$ cat src/rtl/serial_cmd_decoder.sv
// Byte-serial command decoder: header/length/data packets driving a register bank.
// Optional idle timeout on partial packets when SERIAL_CMD_TIMEOUT_EN is defined.
module serial_cmd_decoder #(
    parameter int unsigned TIMEOUT_CYCLES = 50000
) (
    input  logic       clk_i,
    input  logic       reset_n_i,
    input  logic       cmdfifo_rxf,
    input  logic [7:0] cmdfifo_din,
    output logic       cmdfifo_rd,
    input  logic       cmdfifo_txe,
    output logic       cmdfifo_wr,
    output logic [7:0] cmdfifo_dout,
    output logic [5:0] reg_addr,
    output logic [7:0] reg_bytecnt,
    output logic [7:0] reg_datao,
    input  logic [7:0] reg_datai,
    output logic       reg_read,
    output logic       reg_write,
    output logic       reg_addrvalid,
    output logic       timeout_o
);

    typedef enum logic [2:0] {
        IDLE, LEN, WDATA, RREQ, RCAPT, RSEND
    } state_t;

    state_t     state_q, state_d;
    logic       rd_q, rd_d;
    logic       wr_q, wr_d;
    logic [7:0] dout_q, dout_d;
    logic [5:0] addr_q, addr_d;
    logic [7:0] cnt_q, cnt_d;
    logic [7:0] datao_q, datao_d;
    logic       write_q, write_d;
    logic       av_q, av_d;
    logic       rnw_q, rnw_d;
    logic [8:0] rem_q, rem_d;
    logic       tmo_q, tmo_d;
    logic       accept;
    logic       expire;

    assign accept = cmdfifo_rxf && !rd_q &&
                    ((state_q == IDLE) || (state_q == LEN) || (state_q == WDATA));

`ifdef SERIAL_CMD_TIMEOUT_EN
    localparam int unsigned TW = $clog2(TIMEOUT_CYCLES + 1);

    logic [TW-1:0] tcnt_q, tcnt_d;
    logic          waiting;

    assign waiting = (state_q == LEN) || (state_q == WDATA);
    assign expire  = waiting && !accept && (tcnt_q == TW'(TIMEOUT_CYCLES - 1));

    always_comb begin
        tcnt_d = '0;
        if (waiting && !accept && !expire) tcnt_d = tcnt_q + TW'(1);
    end

    always_ff @(posedge clk_i or negedge reset_n_i) begin
        if (!reset_n_i) tcnt_q <= '0;
        else            tcnt_q <= tcnt_d;
    end
`else
    // Keeps the parameter referenced when no counter is built.
    assign expire = (TIMEOUT_CYCLES == 0) & 1'b0;
`endif

    always_comb begin
        state_d = state_q;
        rd_d    = accept;
        wr_d    = 1'b0;
        write_d = 1'b0;
        dout_d  = dout_q;
        addr_d  = addr_q;
        datao_d = datao_q;
        av_d    = av_q;
        rnw_d   = rnw_q;
        rem_d   = rem_q;
        tmo_d   = expire;
        // Write index advances after its strobe so reg_bytecnt matches reg_write.
        cnt_d   = write_q ? cnt_q + 8'd1 : cnt_q;
        unique case (state_q)
            IDLE: begin
                if (accept) begin
                    addr_d  = cmdfifo_din[5:0];
                    rnw_d   = cmdfifo_din[7];
                    state_d = LEN;
                end
            end
            LEN: begin
                if (accept) begin
                    rem_d   = (cmdfifo_din == 8'd0) ? 9'd256 : {1'b0, cmdfifo_din};
                    cnt_d   = 8'd0;
                    av_d    = 1'b1;
                    state_d = rnw_q ? RREQ : WDATA;
                end else if (expire) begin
                    av_d    = 1'b0;
                    state_d = IDLE;
                end
            end
            WDATA: begin
                if (accept) begin
                    datao_d = cmdfifo_din;
                    write_d = 1'b1;
                    rem_d   = rem_q - 9'd1;
                    if (rem_q == 9'd1) begin
                        av_d    = 1'b0;
                        state_d = IDLE;
                    end
                end else if (expire) begin
                    av_d    = 1'b0;
                    state_d = IDLE;
                end
            end
            RREQ: state_d = RCAPT;
            RCAPT: begin
                dout_d  = reg_datai;
                state_d = RSEND;
            end
            RSEND: begin
                if (cmdfifo_txe && !wr_q) begin
                    wr_d  = 1'b1;
                    cnt_d = cnt_q + 8'd1;
                    rem_d = rem_q - 9'd1;
                    if (rem_q == 9'd1) begin
                        av_d    = 1'b0;
                        state_d = IDLE;
                    end else begin
                        state_d = RREQ;
                    end
                end
            end
            default: state_d = IDLE;
        endcase
    end

    always_ff @(posedge clk_i or negedge reset_n_i) begin
        if (!reset_n_i) begin
            state_q <= IDLE;
            rd_q    <= 1'b0;
            wr_q    <= 1'b0;
            dout_q  <= 8'd0;
            addr_q  <= 6'd0;
            cnt_q   <= 8'd0;
            datao_q <= 8'd0;
            write_q <= 1'b0;
            av_q    <= 1'b0;
            rnw_q   <= 1'b0;
            rem_q   <= 9'd0;
            tmo_q   <= 1'b0;
        end else begin
            state_q <= state_d;
            rd_q    <= rd_d;
            wr_q    <= wr_d;
            dout_q  <= dout_d;
            addr_q  <= addr_d;
            cnt_q   <= cnt_d;
            datao_q <= datao_d;
            write_q <= write_d;
            av_q    <= av_d;
            rnw_q   <= rnw_d;
            rem_q   <= rem_d;
            tmo_q   <= tmo_d;
        end
    end

    assign cmdfifo_rd    = rd_q;
    assign cmdfifo_wr    = wr_q;
    assign cmdfifo_dout  = dout_q;
    assign reg_addr      = addr_q;
    assign reg_bytecnt   = cnt_q;
    assign reg_datao     = datao_q;
    assign reg_read      = (state_q == RREQ);
    assign reg_write     = write_q;
    assign reg_addrvalid = av_q;
    assign timeout_o     = tmo_q;

endmodule

$ cat config.mk
export PLATFORM = sky130hd
export DESIGN_NAME = serial_cmd_decoder
export DESIGN_NICKNAME = d
export VERILOG_FILES = /design/src/rtl/serial_cmd_decoder.sv
export SDC_FILE = /design/constraint.sdc
export NUM_CORES = 1
export LEC_CHECK = 0
export BUFFER_PORTS_ARGS = -buffer_cell sky130_fd_sc_hd__buf_2
export CORE_ASPECT_RATIO = 1.4
export CORE_UTILIZATION = 45
export DETAILED_ROUTE_END_ITERATION = 7
export GPL_ROUTABILITY_DRIVEN = 0
export HOLD_SLACK_MARGIN = 0.03
export PLACE_DENSITY = 0.78
export RECOVER_POWER = 100
export SETUP_SLACK_MARGIN = 0.05
export SLEW_MARGIN = 0
export SYNTH_ARGS = -nofsm -noshare
export SYNTH_HDL_FRONTEND = slang
export SYNTH_SLANG_ARGS = --single-unit
$ cat constraint.sdc
create_clock -name clk_i -period 1.75 [get_ports clk_i]
set_clock_uncertainty 0.05 [all_clocks]
set_input_delay 0.175 -clock clk_i [delete_from_list [all_inputs] [get_ports clk_i]]
set_output_delay 0.175 -clock clk_i [all_outputs]
set_load 0.005 [all_outputs]
* Word level (Yosys, flattened, before mapping)
Cells that the tools add are included.
Storage, ports and cells: bits in latches 0, register bits 47, output and inout bits 36, word-level logic and storage cells 64, RAM bits 0, input port bits 20, ROM bits 0, memories kept 0
Operators by class: $mul 0, shifts and indexed selects 0, div/mod/pow operators 0, bitwise operators 0, order comparisons 0, $add $sub $neg 2, reduce and logical (&&, ||, !) cells 14, multiplexer cells 26, equal/unequal tests 11
Operators with widths (count):
- $mux W9 | 4
- $pmux W9 S3 | 1
- $mux W8 | 3
- $pmux W3 S6 | 1
- $pmux W8 S2 | 1
- $mux W3 | 5
- $eq A9 B1 Y1 const B | 1
- $mux W1 | 9
- $sub A9 B1 Y9 const B | 1
- $add A8 B1 Y8 const B | 1
- $logic_not A8 Y1 | 1
- $ne A2 B2 Y1 const B | 4
- $eq A3 B2 Y1 const B | 2
- $eq A3 B3 Y1 const B | 2
- $reduce_and A5 Y1 | 1
- $reduce_and A2 Y1 | 2
- $reduce_and A4 Y1 | 1
- $eq A3 B1 Y1 const B | 1
- $logic_and A1 B1 Y1 | 3
- $logic_not A3 Y1 | 1
- $pmux W1 S3 | 1
- $reduce_bool A3 Y1 | 1
- $logic_not A1 Y1 | 2
- $logic_or A1 B1 Y1 | 2
- 2 further kinds | 2

* Logic depth before layout (Yosys ltp)
Gate-level depths: netlist of the first run.
depth after elaboration 6, mapped depth 7

* Least setup slack after synthesis of the first run
OpenSTA, ideal clock, no wires.
path type reg2reg, start point register state_q[2], end point register rem_q[2], buffers on the path 0, stages on the path, launching flop included 5, arrival time 1376 ps, slack 203 ps, cells stage by stage dfrtp_1 or3b_1 a21oi_4 o22ai_1 a22o_1
Between the ends: word-level cells in the longest chain between the ends 6, elaborated cells between the ends (all ways) 13, classes of those cells eq/ne: 6; mux: 1; reduce/logical: 6
RTL lines:
- start, declared | RTL line 28 | state_t state_q, state_d;
- start signal, assigned | RTL line 153 | state_q <= state_d;
- $eq A3 B1 Y1 or $logic_not A3 Y1 (tied branches) | RTL line 44, 83
- $logic_or A1 B1 Y1 (2 in series) | RTL line 44 | ((state_q == IDLE) || (state_q == LEN) || (state_q == WDATA));
- $logic_and A1 B1 Y1 | RTL line 43 | assign accept = cmdfifo_rxf && !rd_q &&
- $ne A2 B2 Y1 (no line)
- $reduce_and A4 Y1 (no line)
- end signal, assigned | RTL line 163 | rem_q <= rem_d;
- end, declared | RTL line 38 | logic [8:0] rem_q, rem_d;
Several ways; a longest one is shown, not always the timed one. A chain may end at the register's enable or synchronous reset.

* Worst setup path after layout of the first run
start point register state_q[0], end point register rem_q[1]
The elaborated chain is that of the path after synthesis.

==> results.toml, run 1 <==
[finish]
n_antenna_cell = 0
final_nets = 337
seq_area_sq_um = 1180
fin_area_sq_um = 3030
final_layout_size_suffix_gt1_frac = 0.343
nFillCells = 468
multi_input_area_sq_um = 1150
syn_to_final_growth_pct = 28.2
layoutNonFillerInstCount = 379

[die]
die_y_microns = 87.7
pin_count = 56
start_util = 0.477
die_w_microns = 63.2
die_area_sq_um = 5540
core_area_sq_um = 4950
rows = 30

[worst_setup_path]
crit_type = "reg -> reg"
crit_path_start_kind = "flip-flop"
rr_worst_depth = 5
worst_path_largest_cell_delay_ns = 0.54
reg2reg_to = "rem_q[1]"
endpoint = "rem_q[1]"
path_cells = "or3b_2, nand2_2, clkbuf_4, nand2b_1, a31oi_1"
required_ns = 1.92
reg2reg_from = "state_q[0]"
critical_path_depth = 5
slowest_stage = "or3b_2"
crit_fanout = 8
cp-end-kind = "flip-flop"
path_delay_family = "simple AND/OR/NAND/NOR gates"
worst-path-buf-inv = 1
rrSetupSlack_ns = 0.08
crit_arrival_ns = 1.85
crit_path_start = "state_q[0]"

[timing]
rsz0062_at_grt = "yes"
hold_viol = 0
setup_violations = 0
whs_ns = 0.0391
post-route-period-util = 0.956
slew-limit-headroom = 0.206
slew_violations = 0
max_freq_mhz = 598
worst_pin_slew_ns = 1.19
tns_ns = 0
fin_crit_ns = 1.67

[power]
clock_power_share = 0.167
fin_total_pwr_mw = 4.95
vdd_ir_drop_max_mv = 1.15
switchingPower_mw = 1.90
sw_frac_of_total = 0.383
power_frac_comb = 0.449
power_density_nw_per_um2 = 1630
seqPwrFrac = 0.384
p_leak_nw = 1.46
p_int_mw = 3.05

[placed_design]
dp.cells = 364
dpl_cell_area_sq_um = 2860
port_buffers = 54
dp.final_hpwl_microns = 4220

[yosys]
synth_area_leaders = "dfrtp_1 (50%), mux2_2 (7.2%), nand2_1 (5.4%), nand3_1 (2.1%), o2bb2ai_1 (1.9%)"
synth_cells = 230
synth-async-reset-ratio = 1.00
synth_fp_nets = 253
synth.ff_latch_count = 47
synth.top_cell.area_share = 0.498
yosys.area.top_type = "dfrtp_1"
syn_avg_cell_area_sq_um = 10.3
synth.distinct_cells = 53
yosysWarnings = 0
synthFlopType = "dfrtp_1"
synth_edf_count = 0
synth_area_sq_um = 2360
synth_seq_area_share = 0.498

[detailed_routing]
drt_iter0_drc = 99
ant_nets = 0
avgRoutedWirePerCell_microns = 15.9
first_pass_iters = 4
vias_per_cell = 5.72
route.detailed.drc = 0
via_count = 2168
drt-total-wl_microns = 6040

[run_status]
outcome = "finished, final reports clean"

[run]
maxCapViolCount = 0

[grt]
grt_max_degree = 28
antenna_found_initial = 0
grt_pass1_wl_microns = 9980
grt_pass1_vias = 2193
grt-ovfl-total = 0
grt_usage = 0.234

[clocking]
clockBufferDepth = 2
cts_buffers = 5
clkTransAtPathRegs_ns = 0.10
cts_tree = "done"
cts_root_buffer = "clkbuf_8"
worstSkewPairLatency_ns = 0.31
htree_num_levels = 2
cts.sinks = 47

[hold_path]
hp-class = "in -> reg"
## final cells by class
cell class	count	share of cell area
flip-flops and latches	47	0.389
multi-input cells	167	0.379
repair buffers	84	0.156
well taps	64	0.0265
clock buffers	5	0.0227
clock inverters	3	0.0153
inverters	9	0.0112
## kinds of logic after synthesis
kind of cell / count (synthesis) / synth area share
simple gates: 95 / 0.214
buf+inv: 17 / 0.0329
other cells: 1 / 0.00159
flops: 47 / 0.498
fa+ha+maj: 3 / 0.0159
compound gates: 47 / 0.146
xor+xnor: 2 / 0.00742
mux: 18 / 0.0843
## Yosys cell counts (4+ instances only)
cell / n
mux2_2: 15
o211ai_1: 5
a22oi_1: 4
o22ai_1: 6
and3_1: 4
nand3_1: 10
nand2b_1: 6
buf_2: 5
nand2_1: 34
o21ai_0: 8
o2bb2ai_1: 5
inv_1: 8
dfrtp_1: 47
nor3_1: 6
nor2_1: 10
## power by group through the flow
stage / logic [mW] / registers [mW] / clock network, mW
3_3_place_gp: 2.06 / 1.87 / 0
4_1_cts: 2.18 / 1.88 / 0.841
5_1_grt: 2.45 / 1.95 / 0.887
2_1_floorplan: 1.27 / 1.85 / 0
6_report: 2.22 / 1.90 / 0.826
3_5_place_dp: 2.10 / 1.90 / 0
## routing by layer
layer	up-vias	track usage	part of all wire
li1	1016	-	-
met1	1042	0.246	0.40
met2	95	0.427	0.52
met3	15	0.0521	0.044
met4	0	0.138	0.030
met5	-	0	0
## state kept, by name (all words and copies together), names as in the netlist
name,cells
rem_q,9
cmdfifo_dout,8
reg_bytecnt,8
reg_datao,8
reg_addr,6
state_q,3
cmdfifo_rd,1
cmdfifo_wr,1
reg_addrvalid,1
reg_write,1
rnw_q,1
## cells in the final DEF, fill, tap and decap left out, types with 7 or more instances in the layout
cell type,instances
nand2_1,32
clkbuf_1,15
nand3_1,9
mux2_2,15
inv_1,8
nor2_1,10
o21ai_0,7
buf_2,44
buf_4,19
dfrtp_1,45
## worst min path at each step
stage / startpoint / endpoint / slack (ns) / depth (start not counted)
6_report: reg_datai[7] / cmdfifo_dout[7] / 0.04 / 2
5_1_grt: reg_datai[1] / cmdfifo_dout[1] / 0.03 / 2
3_3_place_gp: reset_n_i / rem_q[2] / 0.12 / 1
2_1_floorplan: reset_n_i / cmdfifo_dout[0] / -0.17 / 0
4_1_cts: reg_datai[0] / cmdfifo_dout[0] / 0.04 / 2
3_5_place_dp: reset_n_i / rem_q[2] / 0.12 / 1
## per-stage QoR
step / setup slack (ns) / util
after global placement: 0.0425 / 0.577
after global routing: 0.0228 / 0.611
after floorplan: 0.203 / -
after CTS: 0.0570 / 0.612
final: 0.0770 / 0.611
after detailed placement: -0.0249 / 0.577
## timing repair
action                                 4_1_cts  5_1_grt
gates resized for setup                      6        9
hold buffers                                 1        0
buffers inserted                             4        1
endpoints found under the hold margin       20        0
cloned                                       0        1
pin swaps                                    0        2
setup endpoints to repair                   11       19
Power figures use the tool's default switching activity.
==> inputs of run 2 (changes only) <==
--- a/config.mk
+++ b/config.mk
@@ -7,11 +7,11 @@
 export LEC_CHECK = 0
 export BUFFER_PORTS_ARGS = -buffer_cell sky130_fd_sc_hd__buf_2
 export CORE_ASPECT_RATIO = 1.4
-export CORE_UTILIZATION = 45
+export CORE_UTILIZATION = 53
 export DETAILED_ROUTE_END_ITERATION = 7
 export GPL_ROUTABILITY_DRIVEN = 0
 export HOLD_SLACK_MARGIN = 0.03
-export PLACE_DENSITY = 0.78
+export PLACE_DENSITY = 0.88
 export RECOVER_POWER = 100
 export SETUP_SLACK_MARGIN = 0.05
 export SLEW_MARGIN = 0
==> results.toml, run 2 (same netlist as run 1, synthesis figures left out) <==
[run_status]
outcome = "finished, final reports clean"

[grt]
grt_usage = 0.267
grt-ovfl-total = 0
antenna_found_initial = 0
grt_max_degree = 23
grt_pass1_wl_microns = 9480
grt_pass1_vias = 2037

[clocking]
clockBufferDepth = 2
cts_root_buffer = "clkbuf_8"
worstSkewPairLatency_ns = 0.31
cts_tree = "done"
cts.sinks = 47
cts_buffers = 5
htree_num_levels = 2
clkTransAtPathRegs_ns = 0.08

[power]
fin_total_pwr_mw = 4.86
power_frac_comb = 0.464
sw_frac_of_total = 0.388
power_density_nw_per_um2 = 1620
clock_power_share = 0.142
vdd_ir_drop_max_mv = 0.975
p_int_mw = 2.97
p_leak_nw = 1.44
switchingPower_mw = 1.88
seqPwrFrac = 0.393

[detailed_routing]
route.detailed.drc = 0
avgRoutedWirePerCell_microns = 16.1
drt_iter0_drc = 166
via_count = 2109
first_pass_iters = 4
vias_per_cell = 5.70
drt-total-wl_microns = 5950
ant_nets = 0

[timing]
max_freq_mhz = 599
post-route-period-util = 0.954
setup_violations = 0
fin_crit_ns = 1.67
hold_viol = 0
slew_violations = 0
worst_pin_slew_ns = 0.882
rsz0062_at_grt = "yes"
slew-limit-headroom = 0.412
tns_ns = 0
final.setup.worst_slack_ns = 0.0804

[finish]
final_nets = 332
final_cell_mix = "dfrtp_1 (43), buf_2 (42), nand2_1 (32)"
final_util = 0.708
n_antenna_cell = 0
nFillCells = 325
final_common_cell = "dfrtp_1"
final_layout_size_suffix_gt1_frac = 0.348
fin_area_sq_um = 3000
syn_to_final_growth_pct = 27.1
largest_reg_flops = 9
top_register = "rem_q"

[worst_setup_path]
worst_path_largest_cell_delay_ns = 0.47
reg2reg_to = "rem_q[8]"
path_cells = "clkbuf_2, nand3b_1, a21o_1, nand2_2, a221oi_1"
slowest_stage = "dfrtp_2"
rrSetupSlack_ns = 0.08
crit_arrival_ns = 1.81
rr_worst_depth = 5
reg2reg_from = "state_q[2]"
required_ns = 1.89
crit_fanout = 8
crit_type = "reg -> reg"
crit_path_start_kind = "flip-flop"
cp-end-kind = "flip-flop"

[die]
rows = 28
start_util = 0.557
die_y_microns = 81.0
core_area_sq_um = 4240
pin_count = 56
die_area_sq_um = 4730
die_w_microns = 58.4

[placed_design]
dp.final_hpwl_microns = 4320
dpl_cell_area_sq_um = 2810
dpl_worst_slack_ns = -0.0397
port_buffers = 54

[hold_path]
hold_path_startpoint = "cmdfifo_din[6]"
hp-class = "in -> reg"
hold_depth = 3
worstHoldEndpoint = "reg_datao[6]"

[run]
maxCapViolCount = 0
## run 2: power by group through the flow
stage	Clock, mW	Sequential [mW]	Combinational (mW)
finish	0.691	1.91	2.26
CTS	0.709	1.90	2.12
global route	0.744	1.97	2.47
global placement	0	1.89	1.98
floorplan	0	1.85	1.27
detailed placement	0	1.91	2.06
## run 2: layout make-up
cell class	count	area [sq um]	area share
clock buffers	7	86.3	0.0288
clock inverters	1	8.76	0.00292
inverters	9	33.8	0.0113
multi-input cells	167	1160	0.388
flip-flops and latches	47	1180	0.393
well taps	60	75.1	0.0250
repair buffers	79	453	0.151
## run 2: worst max-delay path, delay by kind of cell (launching register included)
kind            cells  cell delay, ns
buf+inv             1            0.18
simple gates        2            0.32
flops               1            0.47
compound gates      2            0.54
## run 2: worst max-delay path by stage
stage / start / endpoint / slack (ns) / depth (start not counted)
after floorplan: state_q[2] / rem_q[2] / 0.20 / 4
after global placement: state_q[2] / rem_q[3] / 0.04 / 4
after detailed placement: state_q[2] / rem_q[1] / -0.04 / 4
after CTS: cmdfifo_rd / rem_q[8] / 0.03 / 5
after global routing: cmdfifo_rd / rem_q[8] / -0.003 / 5
final: state_q[2] / rem_q[8] / 0.08 / 5
## run 2: stage by stage
step / hold slack, ns / std cells
2_1_floorplan: -0.171 / 230
3_3_place_gp: 0.0589 / 354
3_5_place_dp: 0.0575 / 354
4_1_cts: 0.0392 / 365
5_1_grt: 0.0432 / 370
6_report: 0.0472 / 370
## run 2: layer usage
| metal | track usage | part of all wire |
|---|---|---|
| met5 | 0 | 0 |
| met4 | 0.119 | 0.022 |
| met3 | 0.0398 | 0.054 |
| met2 | 0.480 | 0.54 |
| met1 | 0.311 | 0.39 |
## run 2: repair_timing
item | in CTS | in global routing
endpoints found under the setup margin | 20 | 30
gates cloned | 1 | 0
pin swaps | 1 | 5
hold buffers | 1 | 0
buffers inserted | 1 | 5
hold endpoints to repair | 15 | 0
gates resized for setup | 6 | 15
